--- src/rtl/panel_serial_pkg.sv ---
// Shared definitions for the front-panel 595 serialiser.
// Latency: n/a (types, constants and a pure function only).
// Backpressure: n/a.
package panel_serial_pkg;

    localparam int LANE_W   = 16;
    localparam int LANE_CNT = 4;
    localparam int SNAP_W   = 61;

    typedef enum logic [2:0] {
        IDLE,
        LOW,
        HIGH,
        LATCH_LO,
        LATCH_HI
    } state_t;

    typedef logic [LANE_CNT-1:0][LANE_W-1:0] lanes_t;

    // Field order matches the flat {op, strt, sel, reg_c} concatenation.
    typedef struct packed {
        logic [5:0]  op_code;
        logic [11:0] strt;
        logic [11:0] sel;
        logic [30:0] reg_c;
    } snap_t;

    // Panel fields -> the 16-bit word shifted out on each lane.
    function automatic lanes_t build_lanes(input snap_t s);
        lanes_t l;
        l[0] = s.reg_c[15:0];
        l[1] = {1'b0, s.reg_c[30:16]};
        l[2] = {s.strt[3:0], s.sel};
        l[3] = {2'b00, s.op_code, s.strt[11:4]};
        return l;
    endfunction

endpackage

--- src/rtl/serial_tick_gen.sv ---
// Phase timer: strobes o_phase_end on the last clk cycle of each CLK_DIV-long FSM phase.
// Latency: o_phase_end is combinational from the counter; first strobe CLK_DIV cycles after a phase begins.
// Backpressure: none; the counter restarts whenever the FSM changes state or is idle.
//
// Ports:
//   clk, resetn   system clock, async active-low reset
//   i_run         FSM is in an active (non-idle) state
//   i_restart     FSM changes state at the next edge
//   o_phase_end   current phase ends this cycle
module serial_tick_gen #(
    parameter int CLK_DIV = 2
) (
    input  logic clk,
    input  logic resetn,
    input  logic i_run,
    input  logic i_restart,
    output logic o_phase_end
);

    localparam logic [7:0] LAST_CNT = 8'(CLK_DIV - 1);

    logic [7:0] r_cnt;

    assign o_phase_end = i_run && (r_cnt == LAST_CNT);

    always_ff @(posedge clk or negedge resetn) begin
        if (!resetn) begin
            r_cnt <= 8'd0;
        end else if (i_restart || !i_run || o_phase_end) begin
            r_cnt <= 8'd0;
        end else begin
            r_cnt <= r_cnt + 8'd1;
        end
    end

endmodule

--- src/rtl/panel_serial_out.sv ---
// Serialises a snapshot of the panel values into four 16-bit 595 lanes, then pulses RCLK.
// Latency: 1 + 34*CLK_DIV clk cycles from start decision to frame_done.
// Backpressure: update_req while busy is held in a single pending flag (requests collapse).
//
// Optional feature macro: PANEL_SERIAL_CHANGE_ONLY_EN (refresh expiry only sends a frame
// when the inputs differ from the last shipped snapshot).
//
// Ports:
//   clk, resetn              system clock, async active-low reset
//   pnl_op_code/strt/sel/reg_c_value   parallel display values (snapshotted per frame)
//   update_req               one-cycle request for a frame
//   serial_out_srclk/rclk    shift and storage clocks to all 595s
//   serial_out_ser_0..3      per-lane serial data
//   busy                     frame in progress
//   frame_done               one-cycle pulse at frame completion
module panel_serial_out
    import panel_serial_pkg::*;
#(
    parameter int CLK_DIV        = 2,
    parameter int REFRESH_PERIOD = 4096
) (
    input  logic        clk,
    input  logic        resetn,
    input  logic [5:0]  pnl_op_code,
    input  logic [11:0] pnl_strt_value,
    input  logic [11:0] pnl_sel_value,
    input  logic [30:0] pnl_reg_c_value,
    input  logic        update_req,
    output logic        serial_out_srclk,
    output logic        serial_out_rclk,
    output logic        serial_out_ser_0,
    output logic        serial_out_ser_1,
    output logic        serial_out_ser_2,
    output logic        serial_out_ser_3,
    output logic        busy,
    output logic        frame_done
);

    localparam logic [15:0] REFRESH_RELOAD = 16'(REFRESH_PERIOD);

    state_t      r_state, w_state_nxt;
    lanes_t      r_lane, w_lane_nxt;
    logic [4:0]  r_bit_cnt, w_bit_cnt_nxt;
    logic [15:0] r_refresh, w_refresh_nxt;
    logic        r_pending, w_pending_nxt;
    logic        w_frame_end;
    logic        w_phase_end;
    logic        w_expired;
    logic        w_auto;
    logic        w_go;
    snap_t       w_snap;

    logic        r_srclk, r_rclk, r_busy, r_frame_done;
    logic [3:0]  r_ser;

    assign w_snap    = {pnl_op_code, pnl_strt_value, pnl_sel_value, pnl_reg_c_value};
    assign w_expired = (r_refresh == 16'd0);

`ifdef PANEL_SERIAL_CHANGE_ONLY_EN
    logic [SNAP_W-1:0] r_last;
    logic              r_sent_any;

    // An expired timer only matters when the display would actually change.
    assign w_auto = w_expired && (!r_sent_any || (w_snap != r_last));

    always_ff @(posedge clk or negedge resetn) begin
        if (!resetn) begin
            r_last     <= '0;
            r_sent_any <= 1'b0;
        end else if (r_state == IDLE && w_go) begin
            r_last     <= w_snap;
            r_sent_any <= 1'b1;
        end
    end
`else
    assign w_auto = w_expired;
`endif

    assign w_go = w_auto || update_req || r_pending;

    serial_tick_gen #(
        .CLK_DIV (CLK_DIV)
    ) u_tick (
        .clk         (clk),
        .resetn      (resetn),
        .i_run       (r_state != IDLE),
        .i_restart   (w_state_nxt != r_state),
        .o_phase_end (w_phase_end)
    );

    always_comb begin
        w_state_nxt   = r_state;
        w_lane_nxt    = r_lane;
        w_bit_cnt_nxt = r_bit_cnt;
        w_refresh_nxt = r_refresh;
        w_pending_nxt = r_pending;
        w_frame_end   = 1'b0;

        case (r_state)
            IDLE: begin
                if (w_go) begin
                    w_state_nxt   = LOW;
                    w_lane_nxt    = build_lanes(w_snap);
                    w_bit_cnt_nxt = 5'd0;
                    w_pending_nxt = 1'b0;
                end else if (w_expired) begin
                    // Only reachable when an unchanged display suppresses the frame.
                    w_refresh_nxt = REFRESH_RELOAD;
                end else begin
                    w_refresh_nxt = r_refresh - 16'd1;
                end
            end
            LOW: begin
                if (w_phase_end) w_state_nxt = HIGH;
            end
            HIGH: begin
                if (w_phase_end) begin
                    for (int i = 0; i < LANE_CNT; i++) begin
                        w_lane_nxt[i] = {r_lane[i][LANE_W-2:0], 1'b0};
                    end
                    w_bit_cnt_nxt = r_bit_cnt + 5'd1;
                    w_state_nxt   = (r_bit_cnt == 5'd15) ? LATCH_LO : LOW;
                end
            end
            LATCH_LO: begin
                if (w_phase_end) w_state_nxt = LATCH_HI;
            end
            LATCH_HI: begin
                if (w_phase_end) begin
                    w_state_nxt   = IDLE;
                    w_frame_end   = 1'b1;
                    w_refresh_nxt = REFRESH_RELOAD;
                end
            end
            default: w_state_nxt = IDLE;
        endcase

        if (update_req && r_state != IDLE) w_pending_nxt = 1'b1;
    end

    always_ff @(posedge clk or negedge resetn) begin
        if (!resetn) begin
            r_state   <= IDLE;
            r_lane    <= '0;
            r_bit_cnt <= 5'd0;
            r_refresh <= 16'd0;
            r_pending <= 1'b0;
        end else begin
            r_state   <= w_state_nxt;
            r_lane    <= w_lane_nxt;
            r_bit_cnt <= w_bit_cnt_nxt;
            r_refresh <= w_refresh_nxt;
            r_pending <= w_pending_nxt;
        end
    end

    // Outputs are registered from the next state so the 595 clocks never glitch;
    // ser only moves on entry to LOW or on leaving the shift phases, both with srclk low.
    always_ff @(posedge clk or negedge resetn) begin
        if (!resetn) begin
            r_srclk      <= 1'b0;
            r_rclk       <= 1'b0;
            r_busy       <= 1'b0;
            r_frame_done <= 1'b0;
            r_ser        <= 4'd0;
        end else begin
            r_srclk      <= (w_state_nxt == HIGH);
            r_rclk       <= (w_state_nxt == LATCH_HI);
            r_busy       <= (w_state_nxt != IDLE);
            r_frame_done <= w_frame_end;
            for (int i = 0; i < LANE_CNT; i++) begin
                r_ser[i] <= (w_state_nxt == LOW || w_state_nxt == HIGH) ?
                            w_lane_nxt[i][LANE_W-1] : 1'b0;
            end
        end
    end

    assign serial_out_srclk = r_srclk;
    assign serial_out_rclk  = r_rclk;
    assign serial_out_ser_0 = r_ser[0];
    assign serial_out_ser_1 = r_ser[1];
    assign serial_out_ser_2 = r_ser[2];
    assign serial_out_ser_3 = r_ser[3];
    assign busy             = r_busy;
    assign frame_done       = r_frame_done;

endmodule

--- config.mk ---
export PLATFORM = sky130hd
export DESIGN_NAME = panel_serial_out
export DESIGN_NICKNAME = d
export VERILOG_FILES = /design/src/rtl/panel_serial_pkg.sv /design/src/rtl/serial_tick_gen.sv /design/src/rtl/panel_serial_out.sv
export SDC_FILE = /design/constraint.sdc
export NUM_CORES = 1
export LEC_CHECK = 0
export BUFFER_PORTS_ARGS = -buffer_cell sky130_fd_sc_hd__buf_2
export CAP_MARGIN = 20
export CORE_MARGIN = 3
export CORE_UTILIZATION = 45
export DETAILED_ROUTE_END_ITERATION = 7
export GPL_ROUTABILITY_DRIVEN = 0
export PLACE_DENSITY_LB_ADDON = 0.3
export SKIP_LAST_GASP = 1
export SLEW_MARGIN = 20
export SYNTH_ARGS = -nofsm -noshare
export SYNTH_HDL_FRONTEND = slang
export SYNTH_SLANG_ARGS = --single-unit
--- constraint.sdc ---
create_clock -name clk -period 4.51 [get_ports clk]
set_input_delay 0.451 -clock clk [delete_from_list [all_inputs] [get_ports clk]]
set_output_delay 0.451 -clock clk [all_outputs]
set_load 0.005 [all_outputs]
==> impl.org, run 1 <==
** Critical path
- Worst Reg2Reg Path Length in Cells :: 7
- Reg-to-reg critical path startpoint :: r_refresh[0]
- Worst endpoint required time :: 4760 ps
- Crit. End Element :: register
- Worst-path maximum fanout :: 57
- For flop-to-flop paths, the worst setup slack is 1810 ps.
- The critical path is of the register to register type.
- Arrival @ worst endpoint :: a little under 3000 ps
- Critical path launch point type :: register
- The endpoint identified for the worst register-to-register timing path is r_bit_cnt[0].

** Drt
- Routed wirelength normalized by instance count :: between 15 and 20 um
- First-pass iteration count of the detailed router :: 4
- In the routed layout, each cell is associated on average with a via count of 5.67.
- For this block, the routed nets add up to between 9000 and 10000 um of wire.
- The final route contains approximately 3400 vias.
- Total DRC errors in the routed layout :: 0
- The count of nets left with antenna violations once routing finished came out at 0.
- After the first detailed-routing iteration, the DRC count stood at between 200 and 250.

** Cells and area
- Commonest cells after routing, fill and taps aside :: 105 x dfrtp_1, 70 x buf_2, 55 x a22o_1, 55 x a21o_1, 26 x nand2_1
- Post-layout instance count excluding filler cells :: 608
- In the final layout, the share of cells above drive strength 1 is 0.208.
- For this run, the post-layout net count is around 540.
- The number of antenna diodes in the final layout is 0.
- From synthesis to final layout, the design area changed by 12.2%.
- Leaving out fill and tap cells, the most frequent cell in the layout is dfrtp_1.

** Floorplan
- For this configuration, the core starts out at a cell density of 0.474.
- Die footprint :: around 12000 um2
- Rows :: 36
- DIE WIDTH :: ~110 um
- The floorplan step defined a core boundary enclosing ~10000 um2.
- Die Y :: between 100 and 150 um
- between 70 and 80 I/O pins were placed.

** Global route
- The initial antenna violation count is 0.
- GRT Resource Usage Total :: 0.169
- For this run the aggregate overflow at the end of global routing stands at 0.
- Via count of the first global-routing pass :: roughly 3300
- The first global-routing pass estimated around 16000 um of wire.
- Entering global routing, the biggest net connects 74 pins.

** Timing
- On the final layout, the worst hold slack is about 210 ps.
- Summed over all failing endpoints, the final setup total negative slack is 0 ps.
- The final max-slew violation count is 0.
- Headroom to the max-slew limit came out at 0.313.
- RSZ-0062 raised after global routing :: false
- Of the available clock period, the critical path in the final layout requires 0.599.
- Derived from the worst setup path, the maximum achievable clock frequency is 370 MHz.
- For the pin with the worst max-slew slack, the measured transition is about 1000 ps.
- Subtracting the final worst setup slack from the clock period gives 2700 ps.
- Setup-failing EPs final :: 0
- Fin. Hold Viols :: 0
- The clock arrives with about 10 ps of skew.

** Placement
- PortBufs :: 71
- Placed wire-length estimate after detailed placement :: about 6300 um
- Including well taps, the total number of placed cells is 592.

** Yosys
- During synthesis, Yosys emitted a total of 0 warnings.
- Cells after synthesis :: around 410
- Counting every net in the synthesized netlist gives just under 500.
- Ys async rst share :: 1.00
- The netlist uses 45 different library cells.
- The cell area that synthesis handed to floorplanning was between 4000 and 5000 um2.
- The average instance in the mapped netlist occupies between 10 and 15 um2.
- Counting flops and latches in the post-synthesis netlist gives between 100 and 150.
- Of the synthesized area, sequential elements account for 0.552.
- The synthesized design contains 0 enable-type register cells.
- Most instantiated flip-flop cell in the synthesis netlist :: dfrtp_1

** Clocking
- H-tree depth reported by CTS :: 3
- CTS root buffer :: clkbuf_8
- The clock passes through at most 2 buffers.
- Clock latency reported for the late side of the worst-skew pair :: about 370 ps
- Clock-pin slew was measured on the worst setup and hold paths at 100 ps.
- Post_cts resized :: 0
- Clock tree synthesis inserted a total of 9 buffers.
- Once the clock tree was built, the setup fixing pass inserted 0 buffers.
- CTS tree :: built
- The clock drives around 110 sinks.
- Count of hold buffers inserted by post-cts repair :: 0

** Min path
- Class of the tightest hold or removal check :: input pin to asynchronous set/reset pin

** Pwr
- In this run the power density over the cells is between 200 and 300 nW/um2.
- Worst voltage drop across the vdd grid :: approximately 0.2 mV
- For this design the static power due to leakage is 2.91 nW.

** Job
- MaxCap Viol Count :: 0

** Run status
- Result of the run :: finished, final reports clean
==> critical path, stage by stage (launching register included) <==
cell and delay, ps:
dfrtp_1 410, inv_1 70, ha_1 190, nor3b_1 360
nand4_4 220, a211o_1 360, a21o_2 530, mux2_2 430
==> how the worst max path moves through the flow <==
stage	startpoint	end	slack [ps]	cells after the start
after floorplan	r_refresh[0]	r_lane[14]	2340	9
after global placement	r_refresh[0]	r_bit_cnt[0]	1880	7
after detailed placement	r_refresh[0]	r_bit_cnt[0]	1780	7
after CTS	r_refresh[0]	r_bit_cnt[0]	1750	7
after global routing	r_refresh[0]	r_bit_cnt[0]	1650	7
final	r_refresh[0]	r_bit_cnt[0]	1810	7
==> state kept, by name (all words and copies together), names as in the netlist, 3 cells and up <==
signal	count
r_lane	64
r_bit_cnt	5
r_state	3
r_refresh	16
u_tick.r_cnt	8
r_ser	4
==> kinds of logic (layout without fill, tap and decap cells) <==
group           Yosys count  after routing  synth area share
xor+xnor                 13             13            0.0239
compound gates          154            154             0.250
flops                   105            105             0.552
fa+ha+maj                 5              5            0.0131
mux                       3              3           0.00657
simple gates             96             96             0.115
buf+inv                  36             99            0.0389
==> cell type report <==
cell class,instances,area [um2]
Multi-Input combinational cell,271,1960
Inverter,9,33.8
Clock inverter,5,31.3
Fill cell,922,4700
Tap cell,133,166
Clock buffer,11,141
Timing Repair Buffer,74,380
Sequential cell,105,2630
==> layer usage <==
metal / share of wire / routed length (um) / vias up / global-route usage
met4: 0.011 / 100 / 0 / 0.0451
met3: 0.056 / 523 / 8 / 0.0568
met1: 0.47 / 4450 / 1732 / 0.236
met2: 0.46 / 4330 / 65 / 0.252
met5: 0 / 0 / - / 0
li1: - / - / 1640 / -
==> report_power, final <==
group          internal (mW)  switching [mW]  total [mW]
clock                  0.214           0.313       0.528
combinational         0.0264          0.0315      0.0580
sequential             0.950         0.00484       0.955
total                   1.19           0.350        1.54
==> through the flow <==
step	total power [mW]	util	area [um2]	worst slack, ps
after floorplan	0.980	-	4760	2340
after global placement	1.03	0.514	5170	1880
after detailed placement	1.03	0.514	5170	1780
after CTS	1.57	0.532	5340	1750
after global routing	1.61	0.532	5340	1650
final	1.54	0.532	5340	1810
==> Yosys cell counts, types with 4 or more instances <==
| cell type | number | share of area |
|---|---|---|
| o21ai_0 | 14 | 0.015 |
| nand3_1 | 16 | 0.017 |
| nand4_1 | 5 | 0.0066 |
| dfrtp_1 | 105 | 0.55 |
| buf_6 | 5 | 0.012 |
| a22o_1 | 55 | 0.10 |
| nand2_1 | 26 | 0.020 |
| nor2_1 | 20 | 0.016 |
| and3_1 | 6 | 0.0079 |
| a21oi_1 | 4 | 0.0042 |
| o31ai_1 | 4 | 0.0063 |
| inv_1 | 9 | 0.0071 |
| buf_2 | 10 | 0.011 |
| nor2b_1 | 4 | 0.0053 |
| ha_1 | 5 | 0.013 |
| a21o_1 | 56 | 0.088 |
| clkbuf_1 | 12 | 0.0095 |
| xor2_1 | 12 | 0.022 |
No activity file was read; power rests on OpenSTA's default activity.
==> run 2, diff against run 1 <==
==> constraint.sdc (replaced) <==
create_clock -name clk -period 2.3 [get_ports clk]
set_input_delay 0.23 -clock clk [delete_from_list [all_inputs] [get_ports clk]]
set_output_delay 0.23 -clock clk [all_outputs]
set_load 0.005 [all_outputs]
==> run 2 against run 1 <==
  * Combinational power up 110%
  * Worst hold slack worse by 150 ps
  * Critical path depth increased by 1
  * Non-clock buffer count up 22
  * Design area up 5.4%
  * Clock power up 140%
  * First-iteration DRC count is 43% higher
  * Global-route usage increased by 0.91 points
  * Utilization rose by 2.9 points
  * Maximum frequency increased by 27%
  * Power grew 110%
  * Critical endpoint is now r_lane[10]
  * Largest power group unchanged
==> impl.org, run 2 (synthesized netlist as in run 1, its figures left out) <==
** Global route
- Largest net degree at the start of global routing :: 52 (-30%)
- The global-route met1 utilization came to 0.250 (+0.0140).
- Met3 Track Usage GR :: 0.0485 (-0.00829)
- Met2 Use GR :: 0.268 (+0.0159)
- The number of global-route vias before repair came to 3453 (+4.0%).
- Antenna violations before repair :: 0 (unchanged)
- The global routing usage summed across all routing layers was 0.178 (+0.00906).
- The wire length of the first global-routing pass is 16500 um (+4.5%).
- The total congestion overflow is 0 (unchanged).
- Layer with the highest usage after global routing :: met2

** Critical path
- The critical path data required time is 2560 ps (-2200 ps).
- Setup Crit Path Kind :: register to register
- The depth of the worst register-to-register path came to 8 (+1).
- The worst setup path is captured at a register.
- The largest fanout on the critical path was 34 (-40%).
- The reg-to-reg setup timing slack is 170 ps (-1640 ps).
- Critical path launch point type :: register
- The endpoint arrival time on the critical path is 2390 ps (-560 ps).

** Floorplan
- The full die area was 11800 um2 (unchanged).
- The count of standard-cell rows came to 36 (unchanged).
- Initial cell density of the core :: 0.474 (unchanged)
- The die width is 109 um (unchanged).
- Number of I/O pins :: 72 (unchanged)
- Core area :: 10000 um2 (unchanged)
- Die Y :: 109 um (unchanged)

** Cells and area
- The number of inserted filler cells in the final layout was 851 (-7.7%).
- The net total in the final layout was 561 (+4.1%).
- The library cell used most frequently in the layout, excluding fill and tap cells, is dfrtp_1.
- Register with the most flip-flops :: r_lane
- The count of antenna diodes in the layout is 0 (unchanged).
- Flip-flop count of the largest register after layout :: 64 (unchanged)
- In the layout the commonest cells are 105 x dfrtp_1, 70 x buf_2, 55 x a22o_1, 55 x a21o_1, 26 x nand2_1.
- The final standard cell utilization of the core came to 0.561 (+0.0288).
- Top Registers :: r_lane (64), r_refresh (16), u_tick.r_cnt (8)
- Compared with the post-synthesis result, the final layout area differs by 18.3%.
- The share of post-route cells with drive strength above 1 came to 0.242 (+0.0335).
- Post-layout instance count excluding filler cells :: 629 (+3.5%)

** Drt
- Overall routed net length :: 9850 um (+4.7%)
- The post-detailed-route DRC marker count was 0 (unchanged).
- The number of vias after detailed routing is 3525 (+2.3%).
- The final antenna-violating net count is 0 (unchanged).
- The number of detailed-routing iterations run before antenna repair is 4 (unchanged).
- The iteration-0 DRC count of the detailed router is 301 (+43%).
- The mean number of vias per cell was 5.60 (-1.1%).
- The average routed wire per standard cell came to 15.7 um (+1.2%).

** Clocking
- Inserted Clock Buffers :: 9 (unchanged)
- Sinks on Clock Net :: 105 (unchanged)
- Maximum buffer depth of the clock tree :: 2 (unchanged)
- The clock-pin slew reported for the worst setup and hold paths after clock tree synthesis came to 100 ps (about the same).
- CTS tree :: built
- Clock latency reported for the late side of the worst-skew pair :: 370 ps (about the same)
- CTS root buffer :: clkbuf_8
- Post-CTS setup buffers :: 0 (unchanged)
- The CTS H-tree depth was 3 (unchanged).

** Timing
- The number of hold-slack violations in the final timing report is 0 (unchanged).
- The total negative setup slack is 0 ps (unchanged).
- RSZ-0062 raised after global routing :: false
- The final max-slew violation count is 0 (unchanged).
- Min Tclk post-route :: 2130 ps (-569 ps)
- Maximum clock frequency :: 469 MHz (+27%)
- Worst relative slew slack :: 0.568 (+0.255)
- The worst clock skew was 14.1 ps (+3.99 ps).
- The slew of the pin with the lowest slew margin is 648 ps (-383 ps).
- Setup-failing EPs final :: 0 (unchanged)
- Period utilization :: 0.926 (+0.328)

** Pwr
- The leakage dissipation was 3.05 nW (+4.9%).
- Total power density per cell area :: 576 nW/um2 (+100%)
- Total Power Consumption :: 3.24 mW (+110%)
- The maximum vdd ir drop was 0.269 mV (+36%).

** Min path
- The path class of the tightest hold or removal check is input pin to register.
- Along the worst hold path, the cell count comes to 3.

** Placement
- The count of input and output buffers was 71 (unchanged).
- Number of cells in the design after placement :: 613 (+3.5%)
- The total half-perimeter wirelength after legalization and detailed placement is 6750 um (+7.8%).

** Run status
- Result of the run :: finished, final reports clean

** Job
- MaxCap Viol Count :: 0 (unchanged)
## run 2: power by group
part           switching (mW)  internal, mW  leakage, nW
Combinational          0.0626        0.0564         1.58
Clock                   0.611         0.642        0.106
Sequential            0.00856          1.86         1.37
## run 2: cell type report
| class | instances | area (um2) | share of cell area |
|---|---|---|---|
| sequential | 105 | 2630 | 0.467 |
| multi-input combinational | 271 | 1960 | 0.349 |
| timing repair buffer | 96 | 623 | 0.111 |
| tap | 133 | 166 | 0.0295 |
| clock buffer | 11 | 141 | 0.0251 |
| clock inverter | 4 | 76.3 | 0.0136 |
| inverter | 9 | 33.8 | 0.00600 |
## run 2: final timing paths
check,startpoint,endpoint
min in group asynchronous,resetn,r_refresh[3]
max in group asynchronous,resetn,r_refresh[12]
worst max register to register,r_refresh[0],r_lane[10]
worst min-delay path,pnl_reg_c_value[16],r_lane[16]
worst min register to register,r_lane[61],r_lane[61]
worst max-delay path,r_refresh[0],r_lane[10]
## run 2: stage by stage
step | cell area, um2 | worst slack, ps | hold slack, ps
6_report | 5630 | 169 | 58.5
5_1_grt | 5630 | 57.2 | 56.5
4_1_cts | 5630 | 72.5 | 50.5
3_5_place_dp | 5400 | 87.5 | 303
3_3_place_gp | 5400 | 148 | 291
2_1_floorplan | 4760 | 134 | -65.6
## run 2: worst max-delay path: stages (launching register included)
cell and delay (ps):
dfrtp_1 410, inv_1 60, ha_1 210, nor3b_2 260
nand4_4 120, a211o_1 340, a21o_2 240, buf_12 170
a21o_1 190
## run 2: per-layer routing
metal / part of all wire / vias up
met2: 0.47 / 74
met3: 0.051 / 7
met4: 0.0098 / 0
met5: 0 / -
met1: 0.47 / 1755
li1: - / 1689
## run 2: what timing repair did
action | 4_1_cts | 5_1_grt
endpoints found under the hold margin | 47 | 0
gates resized for setup | 0 | 1
hold buffers | 1 | 0
setup endpoints to repair | 0 | 25
==> run 3, diff against run 2 <==
--- a/config.mk
+++ b/config.mk
@@ -6,7 +6,6 @@
 export NUM_CORES = 1
 export LEC_CHECK = 0
 export BUFFER_PORTS_ARGS = -buffer_cell sky130_fd_sc_hd__buf_2
-export CAP_MARGIN = 20
 export CORE_MARGIN = 3
 export CORE_UTILIZATION = 45
 export DETAILED_ROUTE_END_ITERATION = 7
==> constraint.sdc (replaced) <==
create_clock -name clk -period 2 [get_ports clk]
set_input_delay 0.2 -clock clk [delete_from_list [all_inputs] [get_ports clk]]
set_output_delay 0.2 -clock clk [all_outputs]
set_load 0.005 [all_outputs]
==> run 3 against run 2 <==
  * Power grew 13%
  * Sequential cell count is the same
  * Worst setup slack lost 140 ps
  * Utilization grew 2.0 points
  * Count of clock-buffer cells in the layout shrank 1
  * Wire length grew 11%
==> impl.org, run 3 (synthesized netlist as in run 1, its figures left out) <==
** Run status
- The flow ran to the end, and the final reports show no timing, DRC or antenna violations.

** Floorplan
- The die width was 109 um (unchanged).
- The full die area was 11800 um2 (unchanged).
- Initial cell density of the core :: 0.474 (unchanged)
- The height of the chip came to 109 um (unchanged).
- Core area :: 10000 um2 (unchanged)
- Rows :: 36 (unchanged)
- Number of I/O pins :: 72 (unchanged)

** Timing
- Least-Margin Pin Slew :: 456 ps (-192 ps)
- The number of hold-slack violations in the final timing report is 0 (unchanged).
- RSZ-0062 raised after global routing :: true
- Worst relative slew slack :: 0.696 (+0.128)
- Pins Over Slew Limit :: 0 (unchanged)
- The final period utilization is 0.987 (+0.0606).
- Setup TNS :: 0 ps (unchanged)
- The worst clock skew came to 16.4 ps (+2.36 ps).
- The final period demand of the worst path is 1970 ps (-157 ps).
- Maximum clock frequency :: 507 MHz (+7.9%)
- The final-report setup violation count is 0 (unchanged).

** Drt
- The number of detailed-routing iterations run before antenna repair is 5 (+1).
- The final antenna-violating net count was 0 (unchanged).
- Routed wirelength normalized by instance count :: 17.0 um (+8.6%)
- The number of vias after detailed routing is 3594 (+2.0%).
- Via density per instance :: 5.61 (about the same)
- Overall routed net length :: 10900 um (+11%)
- Total DRC errors in the routed layout :: 0 (unchanged)
- The iteration-0 DRC count of the detailed router came to 203 (-33%).

** Clocking
- H-tree depth reported by CTS :: 3 (unchanged)
- Maximum buffer depth of the clock tree :: 2 (unchanged)
- CTS root buffer :: clkbuf_8
- The clock latency on the worst-skew pair was 370 ps (about the same).
- Inserted Clock Buffers :: 9 (unchanged)
- The clock net sink count is 105 (unchanged).
- The clock-pin slew reported for the worst setup and hold paths after clock tree synthesis was 100 ps (about the same).
- CTS tree :: built

** Critical path
- The worst setup path is launched from a register.
- Worst-path maximum fanout :: 11 (-68%)
- Critical path origin :: r_refresh[10]
- Setup Crit Path Kind :: register to register
- In this run the critical register-to-register path is captured at r_lane[1].
- Reg-to-reg critical path startpoint :: r_refresh[10]
- The reg-to-reg setup timing slack was 30 ps (-140 ps).
- The depth of the worst register-to-register path was 6 (-2).
- Critical path endpoint :: r_lane[1]
- Crit. End Element :: register
- The endpoint arrival time on the critical path was 2230 ps (-160 ps).
- The critical path data required time came to 2260 ps (-300 ps).

** Cells and area
- The flip-flop count of the largest register after layout was 64 (unchanged).
- The summed area of non-filler cells in the final layout was 5830 um2 (+3.6%).
- Count of antenna diodes in the layout :: 0 (unchanged)
- The final standard cell utilization of the core is 0.581 (+0.0201).
- The number of standard cells in the layout, taps in and fillers out is 641 (+1.9%).
- Synthesis-to-layout area growth :: 22.5%
- Register with the most flip-flops :: r_lane
- The library cells used most frequently in the layout, excluding fill and tap cells, are 105 x dfrtp_1, 70 x buf_2, 55 x a22o_1, 55 x a21o_1, 26 x nand2_1.
- Most common library cell in the layout ignoring fill and taps :: dfrtp_1
- The net total in the final layout is 575 (+2.5%).
- In the final layout, the registers with the most flip-flops are r_lane (64), r_refresh (16), u_tick.r_cnt (8).
- Ratio of cells with drive above 1 in the final layout :: 0.266 (+0.0238)

** Pwr
- The leakage dissipation came to 3.16 nW (+3.4%).
- The fraction of power spent switching nets was 0.211 (+0.000562).
- The part of the total power dissipated in combinational logic is 0.038 (about the same).
- Worst voltage drop across the vdd grid :: 0.370 mV (+38%)
- The power dissipated by switching net loads came to 0.773 mW (+13%).
- Part of the total power dissipated in sequential elements :: 0.587 (+0.010)
- The power density over the cells came to 629 nW/um2 (+9.2%).
- Clock power share :: 0.375 (-0.011)
- The internal power contribution is 2.90 mW (+13%).

** Min path
- Class of the tightest hold or removal check :: input pin to register

** Placement
- The count of placed standard cells including taps is 620 (+1.1%).
- PortBufs :: 71 (unchanged)
- Placed wire-length estimate after detailed placement :: 6900 um (+2.2%)
- Placement Cell Area :: 5470 um2 (+1.2%)

** Global route
- The global routing usage summed across all routing layers came to 0.183 (+0.00504).
- The pin count of the biggest net entering global routing was 46 (-12%).
- Global-route wire length before repair :: 17000 um (+3.2%)
- The initial antenna violation count was 0 (unchanged).
- The number of global-route vias before repair is 3529 (+2.2%).
- The total congestion overflow is 0 (unchanged).

** Job
- MaxCap Viol Count :: 0 (unchanged)
==> run 3: metal layers <==
layer  wire, um  GRT usage  up-vias
met2       5520      0.306       63
met1       4820      0.234     1808
met4        133     0.0577        0
li1           -          -     1713
met3        435     0.0444       10
met5          0          0        -
==> run 3: cell type report <==
type                            instances  area, um2
Fill cell                             864       4210
Sequential cell                       105       2630
Multi-Input combinational cell        271       1990
Timing Repair Buffer                  110        822
Tap cell                              133        166
Clock buffer                           10        128
Clock inverter                          3       68.8
Inverter                                9       33.8
==> run 3: worst min-delay path by stage <==
| stage | from | endpoint | cells after the start |
|---|---|---|---|
| after floorplan | resetn | busy | 0 |
| after global placement | resetn | r_refresh[11] | 1 |
| after detailed placement | resetn | frame_done | 1 |
| after CTS | pnl_sel_value[0] | r_lane[32] | 3 |
| after global routing | pnl_sel_value[0] | r_lane[32] | 3 |
| final | pnl_sel_value[0] | r_lane[32] | 3 |
==> run 3: per-stage QoR <==
stage / worst slack, ps / power [mW] / hold WS (ps)
detailed placement: -29.0 / 2.34 / 181
CTS: -32.6 / 3.71 / 20.9
finish: 25.9 / 3.67 / 34.5
global placement: 45.5 / 2.33 / 176
global route: -46.7 / 3.80 / 37.6
floorplan: 9.29 / 2.21 / -95.6
==> run 3: critical path: stages (launching register included) <==
cell       delay, ps
dfrtp_1          420
nor4_4           400
nand4_4          150
a211o_1          300
a21o_4           240
clkbuf_16        180
a21o_1           180
==> run 3: power groups by stage <==
stage               clock network (mW)  logic (mW)  registers, mW
CTS                               1.41       0.143           2.15
global route                      1.49       0.157           2.16
finish                            1.38       0.138           2.15
floorplan                            0      0.0174           2.19
detailed placement                   0       0.141           2.19
global placement                     0       0.138           2.19
==> run 3: timing repair <==
item                                    4_1_cts  5_1_grt
hold buffers                                  1        0
pin swaps                                     0        1
setup buffers                                 0        2
resized for setup                             0        5
endpoints found under the setup margin        2       71
cloned                                        0        5
endpoints found under the hold margin        31        0
